$ cat config.mk
export PLATFORM = sky130hd
export DESIGN_NAME = turn_ctrl
export DESIGN_NICKNAME = d
export VERILOG_FILES = /design/src/rtl/ttt_pkg.sv /design/src/rtl/edge_det.sv /design/src/rtl/turn_ctrl.sv
export SDC_FILE = /design/constraint.sdc
export NUM_CORES = 1
export LEC_CHECK = 0
export ABC_AREA = 1
export ABC_CLOCK_PERIOD_IN_PS = 1470
export CELL_PAD_IN_SITES_DETAIL_PLACEMENT = 0
export CELL_PAD_IN_SITES_GLOBAL_PLACEMENT = 1
export CORE_MARGIN = 3
export CORE_UTILIZATION = 30
export DETAILED_ROUTE_END_ITERATION = 8
export PLACE_DENSITY_LB_ADDON = 0.1
export SYNTH_ARGS = -nofsm -noshare
export SYNTH_HDL_FRONTEND = slang
export SYNTH_SLANG_ARGS = --single-unit
$ cat constraint.sdc
create_clock -name clk -period 1.47 [get_ports clk]
set_input_delay 0.294 -clock clk [delete_from_list [all_inputs] [get_ports clk]]
set_output_delay 0.294 -clock clk [all_outputs]
set_load 0.01 [all_outputs]
$ cat src/rtl/ttt_pkg.sv
// Shared types for the tic-tac-toe move controller and its board consumers.
// Board vectors are [0:8] so that cell i is bit [i] and cell 0 is the MSB.
// Cell indices are 4 bits wide; codes 9..15 are rejected as illegal moves.
package ttt_pkg;
   localparam int NCELLS = 9;

   typedef logic [3:0] cell_idx_t;
   typedef logic [0:8] board_t;
   typedef enum logic [1:0] {PLAY_A, PLAY_B, EVAL, DONE} turn_state_t;

   localparam cell_idx_t   LAST_CELL = 4'd8;
   localparam logic [3:0]  MAX_MOVES = 4'd9;
endpackage

$ cat src/rtl/edge_det.sv
// Rising-edge detector for a synchronous level input.
// Latency: rise is combinational with the cycle in which the input first reads high.
// No backpressure; the delayed copy clears on reset, so a level held through reset counts once.
module edge_det (
   input  logic clk,
   input  logic rst,
   input  logic in,
   output logic rise
);
   logic in_q;

   // Delayed copy of the input for edge comparison
   always_ff @(posedge clk or posedge rst) begin
      if (rst) in_q <= 1'b0;
      else     in_q <= in;
   end

   assign rise = in & ~in_q;
endmodule

$ cat src/rtl/turn_ctrl.sv
// Tic-tac-toe move controller: alternates players, rejects bad cells, stops on win or full board.
// Latency: a legal move updates the board at the sampling edge; the next turn begins one edge later.
// No backpressure; moves arriving during EVAL or DONE are dropped without flagging illegal.
module turn_ctrl
   import ttt_pkg::*;
(
   input  logic       clk,
   input  logic       rst,
   input  cell_idx_t  sel,
   input  logic       place,
   input  logic       new_game,
   input  logic       wina,
   input  logic       winb,
   output board_t     inp1,
   output board_t     inp2,
   output logic       turn,
   output logic       illegal,
   output logic       game_over,
   output logic       draw,
   output logic [3:0] move_cnt
);
   turn_state_t state, state_nxt;
   board_t      inp1_nxt, inp2_nxt;
   logic [3:0]  cnt_nxt;
   logic        mover, mover_nxt;
   logic        starter, starter_nxt;
   logic        illegal_nxt, over_nxt, draw_nxt;
   logic        go, ng_rise, occupied;

   edge_det u_place_edge (.clk(clk), .rst(rst), .in(place),    .rise(go));
   edge_det u_ng_edge    (.clk(clk), .rst(rst), .in(new_game), .rise(ng_rise));

   // State, board and status registers
   always_ff @(posedge clk or posedge rst) begin
      if (rst) begin
         state     <= PLAY_A;
         inp1      <= '0;
         inp2      <= '0;
         move_cnt  <= 4'd0;
         mover     <= 1'b0;
         starter   <= 1'b0;
         illegal   <= 1'b0;
         game_over <= 1'b0;
         draw      <= 1'b0;
      end else begin
         state     <= state_nxt;
         inp1      <= inp1_nxt;
         inp2      <= inp2_nxt;
         move_cnt  <= cnt_nxt;
         mover     <= mover_nxt;
         starter   <= starter_nxt;
         illegal   <= illegal_nxt;
         game_over <= over_nxt;
         draw      <= draw_nxt;
      end
   end

   // Next-state, move acceptance and end-of-game evaluation
   always_comb begin
      state_nxt   = state;
      inp1_nxt    = inp1;
      inp2_nxt    = inp2;
      cnt_nxt     = move_cnt;
      mover_nxt   = mover;
      starter_nxt = starter;
      illegal_nxt = 1'b0;
      over_nxt    = game_over;
      draw_nxt    = draw;

      // Out-of-range indices never touch the board vectors
      occupied = 1'b0;
      if (sel <= LAST_CELL) occupied = inp1[sel] | inp2[sel];

      if (new_game) begin
         // Clears every cycle while held; the opening player flips only once per press
         inp1_nxt    = '0;
         inp2_nxt    = '0;
         cnt_nxt     = 4'd0;
         over_nxt    = 1'b0;
         draw_nxt    = 1'b0;
         starter_nxt = starter ^ ng_rise;
         state_nxt   = starter_nxt ? PLAY_B : PLAY_A;
      end else begin
         case (state)
            PLAY_A, PLAY_B: begin
               if (go) begin
                  if (sel > LAST_CELL || occupied) begin
                     illegal_nxt = 1'b1;
                  end else begin
                     if (state == PLAY_A) inp1_nxt[sel] = 1'b1;
                     else                 inp2_nxt[sel] = 1'b1;
                     cnt_nxt   = (move_cnt == MAX_MOVES) ? move_cnt : move_cnt + 4'd1;
                     mover_nxt = (state == PLAY_B);
                     state_nxt = EVAL;
                  end
               end
            end
            EVAL: begin
               // Win flags come back from the evaluator during this single cycle
               if (wina || winb || move_cnt == MAX_MOVES) begin
                  state_nxt = DONE;
                  over_nxt  = 1'b1;
                  draw_nxt  = ~wina & ~winb & (move_cnt == MAX_MOVES);
               end else begin
                  state_nxt = mover ? PLAY_A : PLAY_B;
               end
            end
            default: ;
         endcase
      end
   end

   // Player indicator: who moves next, or who made the final move once the game is over
   always_comb begin
      case (state)
         PLAY_A:  turn = 1'b0;
         PLAY_B:  turn = 1'b1;
         EVAL:    turn = ~mover;
         default: turn = mover;
      endcase
   end
endmodule

# Yosys cells after proc, flatten, opt, wreduce, memory -nomap -nowiden
# Cells that the tools add are included.
op_classes:
  bitwise: 16
  magnitude_cmp: 4
  add_sub_neg: 1
  eq_ne: 8
  n_reduce_logical: 18
  muxes: 42
ops:
  columns: ["cell", "n"]
  rows:
  - ["$mux W9", 10]
  - ["$mux W4", 5]
  - ["$mux W1", 18]
  - ["$or A9 B9 Y9", 2]
  - ["$reduce_and A4 Y1", 4]
  - ["$reduce_bool A2 Y1", 5]
  - ["$bmux W1 S4", 2]
  - ["$mux W2", 4]
  - ["$not A1 Y1", 7]
  - ["$ne A2 B2 Y1 const B", 3]
  - ["$ne A3 B3 Y1 const B", 2]
  - ["$ge A5 B5 Y1 const B", 1]
  - ["$lt A5 B1 Y1 const B", 1]
  - ["$not A4 Y5", 1]
  - ["$add A4 B1 Y4 const B", 1]
  - ["$and A1 B1 Y1", 4]
  - ["$demux W1 S4", 1]
  - ["$eq A4 B4 Y1 const B", 1]
  - ["$gt A4 B4 Y1 const B", 1]
  - ["$le A4 B4 Y1 const B", 1]
  - ["$pmux W2 S2", 1]
  - ["$logic_or A1 B1 Y1", 3]
  - ["$pmux W1 S3", 1]
  - ["$reduce_and A3 Y1", 1]
  - ["9 further kinds", 9]
word_totals:
  elab_cells: 100
  output_inout_bits: 26
  input_bits: 10
  regBits: 31

# Longest topological paths before layout
logic_depth:
  word_depth: 11
  depth_mapped: 13

# Hierarchy
# From an unflattened synthesis, not the netlist that was laid out.
unflattened:
  cells_unflattened: 261
  hier_area_um2: 1876.8
modules_own_cells:
  columns: ["mod", "n_inst", "seq_area_each_um2", "cells_per_inst", "area_each_um2"]
  rows:
  - ["turn_ctrl", 1, 725.7, 253, 1799.2]
  - ["edge_det", 2, 25.0, 4, 38.8]

# Worst setup path before layout
# OpenSTA, ideal clock, no wires.
synth_path:
  kind: "reg-to-reg"
  startpoint: "register move_cnt[0]"
  endpoint: "register move_cnt[2]"
  setup_slack_ns: -0.081
  arrival_time_ns: 1.432
  setup_time_ns: 0.119
  synth_period_minus_slack_ns: 1.551
  path_stages_with_launch: 8
  required_time_ns: 1.351
  cell_sequence: "dfrtp_1 -> ha_1 -> nand2_1 -> nor2_1 -> o21ai_0 -> nand2_1 -> nand2_1 -> nand2_1"
synth_via:
  elab_chain_cells: 6
  elab_cells_between_ends: 9
  cone_classes: "1 x add/sub; 2 x eq/ne; 5 x mux; 1 x reduce/logical"
synth_lines:
  columns: ["item", "line", "source"]
  rows:
  - ["start: declaration", "turn_ctrl.sv:20", "output logic [3:0] move_cnt"]
  - ["start signal: assignment", "turn_ctrl.sv:49", "move_cnt <= cnt_nxt;"]
  - ["$add A4 B1 Y4", "turn_ctrl.sv:92", "cnt_nxt = (move_cnt == MAX_MOVES) ? move_cnt : move_cnt + 4'd1;"]
  - ["$mux W4", "turn_ctrl.sv:92", null]
  - ["$mux W4", "turn_ctrl.sv:87", "if (sel > LAST_CELL || occupied) begin"]
  - ["$mux W4", "turn_ctrl.sv:86", "if (go) begin"]
  - ["$mux W4", "turn_ctrl.sv:84", "case (state)"]
  - ["$mux W4", "turn_ctrl.sv:74", "if (new_game) begin"]
# Parallel ways exist; a longest one is shown, timed or not. The select of a mux whose other input is x is not followed.
# A chain may end at the register's enable or synchronous reset.

# Worst setup path after layout
layout_path:
  startpoint: "register inp1[6]"
  endpoint: "register inp2[3]"
layout_via:
  elab_chain_cells: 8
layout_lines:
  columns: ["item", "line", "source"]
  rows:
  - ["start: declaration", "turn_ctrl.sv:14", "output board_t inp1,"]
  - ["start signal: assignment", "turn_ctrl.sv:47", "inp1 <= inp1_nxt;"]
  - ["$bmux W1 S4", "turn_ctrl.sv:72", "if (sel <= LAST_CELL) occupied = inp1[sel] | inp2[sel];"]
  - ["$mux W1 (implied by the code) (2 in series)", "turn_ctrl.sv:72", null]
  - ["$or A1 B1 Y1", "turn_ctrl.sv:72", null]
  - ["$mux W1", "turn_ctrl.sv:72", null]
  - ["$logic_or A1 B1 Y1", "turn_ctrl.sv:87", null]
  - ["$ne A2 B2 Y1 (no source line)", null, null]
  - ["$reduce_and A4 Y1 (no source line)", null, null]
  - ["end signal: assignment", "turn_ctrl.sv:48", "inp2 <= inp2_nxt;"]
  - ["end: declaration", "turn_ctrl.sv:15", "output board_t inp2,"]
# No other way between the ends. The select of a mux whose other input is x is not followed.

==> summary by stage <==
Status
The flow ran to the end, but the final reports show violations. The final reports fail on negative setup slack.

Synthesis
The number of nets produced by synthesis is 262. For this run, asynchronously set or reset flops after synthesis account for 100.0%. Averaged over all synthesized cells, the footprint is 7.102 µm². The number of enable flip-flop cells after synthesis is 0. The warning count from the yosys run is 0. In this run the cell area of the synthesized design comes to 0.001775 mm². The top flip-flop cell by instance count after synthesis is sky130_fd_sc_hd__dfrtp_1.

The gate count after technology mapping is 250. The number of library cell types mapped by synthesis is 23. The synthesis-stage register bit count is 31. The sequential-to-total area share from yosys stat is 43.69%.

Power and ir drop
The worst-case IR drop observed on VDD is 765.5 µV. Combinational logic burns 46.7% of the power. The internal cell power is 2.087 mW. The analysis attributes to cell leakage a power of 1.530 nW.

The net switching power of the design is 1.250 mW. The part of the power in registers is 33.8%. The clock network fraction of total power is 19.5%.

For this design the ratio of total power to cell area is 1175 mW/mm². Power comes to 3.337 mW. Of the total power, the share spent switching nets is 37.46%.

Global route
The number of antenna violations at the first check in global routing was 0. The global route total overflow is 0. Across every metal layer, demand over resource in global routing totals 14.96%. The largest net degree at the start of global routing is 32. The wire length of the first global-routing pass is 8438 µm. The number of global-route vias before repair is 1803.

Detailed routing
The post-detailed-routing wire length is 5238 µm. The total number of vias is 1897. The via count normalized by instance count is 4.593. The routed wire length per instance is 12.68 µm.

The violation count after the first detailed-route iteration is 79. The count of nets left with antenna violations once routing finished came out at 0. For this run, the detailed router's first-pass iteration total came to 5.

The DRC violation count after routing is 0.

Placed design
The port buffer count is 35. The global placer's final weighted congestion is 0.7997. The half-perimeter wire length of the detailed placement result is 3531 µm. The worst slack after detailed placement is -0.6350 ns.

Setup path
Following the worst setup path forward leads to its endpoint at inp2[3]$_DFFE_PP0P_. The number of cells on the worst reg-to-reg path is 11. The count of buffer and inverter cells on the critical path is 2.

The type of destination of the critical path is a flop. The endpoint of the lowest-slack register-to-register path is inp2[3]$_DFFE_PP0P_. Walking the worst path, the cells encountered are nor2_1, nor2_1, nor2_1, nand2_1, nand2_2, nand3_4, o21ai_4, buf_6, clkbuf_16, nand3_1, nand2_1. The worst setup path is launched from a flop.

The worst register-to-register path begins at inp1[6]$_DFFE_PP0P_. The setup check on the worst reg-to-reg path leaves a slack of -0.10 ns. The highest fanout seen on the critical path is 7. The highest-delay cell along the critical path is sky130_fd_sc_hd__dfrtp_1. For this run, the slowest stage of the critical path takes 0.38 ns.

The arrival time of the worst setup path is 1.80 ns. Data on the critical path is required at its endpoint by 1.69 ns. The critical path starts at inp1[6]$_DFFE_PP0P_. The critical path's top delay family is simple AND/OR/NAND/NOR gates.

Counting buffers and inverters, the worst setup path is 11 cells deep. By instance count, the cell type seen most on the critical path is sky130_fd_sc_hd__nor2_1. The start-to-end type of the worst setup path is flop to flop.

Worst hold path
The worst hold path class is input pin to asynchronous set/reset pin.

Die
The floorplan step set the die width to 82.93 µm. The die covers 0.006877 mm². From bottom edge to top edge, the die measures 82.93 µm. In this run the count of I/O pins placed on the die edge is 36. In this run the standard cell core region covers 0.005608 mm².

The initial utilization of the core area, before any placement, comes to 31.66%. The number of rows created at floorplan is 27.

STA
The achievable frequency is 0.6350 GHz. The worst-case hold slack is 0.3452 ns. In this run the tightest slew margin relative to its limit is 77.84%.

Setup repair after global routing could not meet its margin everywhere. Setup violations remaining at the end of the flow were counted as 23. The final count of pins violating max slew came to 0. The post-route clock skew is 0.006413 ns.

The sum of negative setup slack is -1.864 ns. The worst-margin pin slew is 0.3324 ns. The shortest period the worst path allows is 1.575 ns. The share of the clock period used by the worst path after layout is 107.1%. The number of failing hold endpoints at the final stage is 0. The worst-case setup margin in the final layout is -0.1048 ns.

Final layout
Relative to the synthesized area, the layout overhead comes to 59.90%. The multi-input combinational cells in the finished layout cover a total of 975.9 µm². The register cell area after layout is 775.7 µm².

The layout net count is 352. The proportion of layout cells with a drive suffix above 1 is 30.50%. The number of antenna diodes in the final layout is 0. The filler cells instantiated in the layout total 590.

CTS
The clock insertion delay at the later pin of the skew report is 0.28 ns. CTS placed an instance of sky130_fd_sc_hd__clkbuf_8 at the clock tree root. In this run the deepest clock path goes through 2 buffers.

The H-tree depth reported by CTS is 2. Clock-pin slew was measured on the worst setup and hold paths at 0.07 ns. The clock tree from TritonCTS is done. Clock tree synthesis inserted a total of 5 buffers. The tree built by TritonCTS fans out to 31 sinks.

Job
The max-capacitance violation count is 0.
==> Yosys cell counts (2+ instances only) <==
library cell	number	area, µm²
sky130_fd_sc_hd__a21oi_1	22	110.1
sky130_fd_sc_hd__a22oi_1	2	15.01
sky130_fd_sc_hd__buf_2	2	10.01
sky130_fd_sc_hd__buf_6	2	22.52
sky130_fd_sc_hd__clkbuf_1	3	11.26
sky130_fd_sc_hd__dfrtp_1	31	775.7
sky130_fd_sc_hd__ha_1	2	25.02
sky130_fd_sc_hd__inv_1	34	127.6
sky130_fd_sc_hd__nand2_1	75	281.5
sky130_fd_sc_hd__nand2_2	2	12.51
sky130_fd_sc_hd__nand3_1	29	145.1
sky130_fd_sc_hd__nor2_1	32	120.1
sky130_fd_sc_hd__o21ai_2	2	17.52
sky130_fd_sc_hd__xor2_1	3	26.28
==> layer usage <==
layer	global-route usage (%)	up-vias	share of wire (%)
met5	0	-	0
li1	-	965	-
met2	25.00	37	48
met1	19.20	890	47
met3	3.770	5	3.6
met4	4.012	0	1.1
==> how the worst min path moves through the flow <==
stage                        start                  endpoint  slack, ns  cells past startpoint
6_report                       rst   move_cnt[0]$_DFFE_PP0P_       0.35                      3
5_1_grt                        rst   move_cnt[0]$_DFFE_PP0P_       0.39                      3
4_1_cts                        rst      state[0]$_DFFE_PP0P_       0.35                      3
3_5_place_dp   starter$_DFFE_PP0P_       starter$_DFFE_PP0P_       0.47                      1
3_3_place_gp   starter$_DFFE_PP0P_       starter$_DFFE_PP0P_       0.46                      1
2_1_floorplan             new_game  u_ng_edge.in_q$_DFF_PP0_       0.33                      0
==> worst reg2reg max path: stages (launching register included) <==
cell and delay, ns:
sky130_fd_sc_hd__dfrtp_1 0.38, sky130_fd_sc_hd__nor2_1 0.12, sky130_fd_sc_hd__nor2_1 0.06, sky130_fd_sc_hd__nor2_1 0.10, sky130_fd_sc_hd__nand2_1 0.07, sky130_fd_sc_hd__nand2_2 0.08
sky130_fd_sc_hd__nand3_4 0.10, sky130_fd_sc_hd__o21ai_4 0.17, sky130_fd_sc_hd__buf_6 0.16, sky130_fd_sc_hd__clkbuf_16 0.15, sky130_fd_sc_hd__nand3_1 0.06, sky130_fd_sc_hd__nand2_1 0.07
==> layout make-up <==
class,instances,share of cell area (%)
Clock buffer,5,2.424
Clock inverter,3,0.5289
Inverter,34,4.495
Multi-Input combinational cell,179,34.38
Sequential cell,31,27.32
Tap cell,72,3.173
Timing Repair Buffer,89,27.68
==> sequential cells by signal, summed over array words and instances (netlist names) <==
name / cells
u_place_edge.in_q: 1
game_over: 1
inp1: 9
move_cnt: 4
u_ng_edge.in_q: 1
starter: 1
illegal: 1
inp2: 9
state: 2
mover: 1
draw: 1
==> kinds of logic after synthesis <==
group | share of synthesized area, %
AND/OR/NAND/NOR | 33.76
buffers and inverters | 9.654
flip-flops | 43.69
AO/OA/AOI/OAI | 10.01
XOR/XNOR | 1.480
adder cells (fa/ha/maj) | 1.409
==> layout by cell type (no fill, tap or decap), types with 4 or more instances in the layout <==
cell	count
sky130_fd_sc_hd__nand2_2	6
sky130_fd_sc_hd__clkdlybuf4s50_1	6
sky130_fd_sc_hd__dfrtp_1	31
sky130_fd_sc_hd__nor2_1	23
sky130_fd_sc_hd__dlygate4sd2_1	24
sky130_fd_sc_hd__buf_6	6
sky130_fd_sc_hd__nand2_1	69
sky130_fd_sc_hd__inv_1	30
sky130_fd_sc_hd__a21oi_1	20
sky130_fd_sc_hd__nand3_1	26
sky130_fd_sc_hd__buf_4	44
sky130_fd_sc_hd__nor2_4	4
sky130_fd_sc_hd__clkbuf_8	5
sky130_fd_sc_hd__inv_2	4
sky130_fd_sc_hd__nor2_2	6
==> power by group through the flow <==
stage / Combinational [mW] / Clock, mW / Sequential (mW)
3_3_place_gp: 1.41 / 0 / 1.12
5_1_grt: 1.72 / 0.710 / 1.14
4_1_cts: 1.38 / 0.683 / 1.10
3_5_place_dp: 1.41 / 0 / 1.12
6_report: 1.56 / 0.652 / 1.13
2_1_floorplan: 0.545 / 0 / 1.21
==> per-stage QoR <==
stage / area [µm²] / util (%) / instances
global route: 2839 / 50.62 / 413
detailed placement: 2527 / 45.07 / 394
floorplan: 1775 / - / 250
global placement: 2527 / 45.07 / 394
CTS: 2658 / 47.39 / 408
finish: 2839 / 50.62 / 413
==> repair_timing <==
action                                  CTS  global route
hold buffers                              0             0
endpoints found under the setup margin   51            28
hold endpoints to repair                  0             0
gates cloned                              1             1
pin swaps                                 2            13
setup buffers                             5             4
gates resized for setup                  43            43
Power figures use the tool's default switching activity.
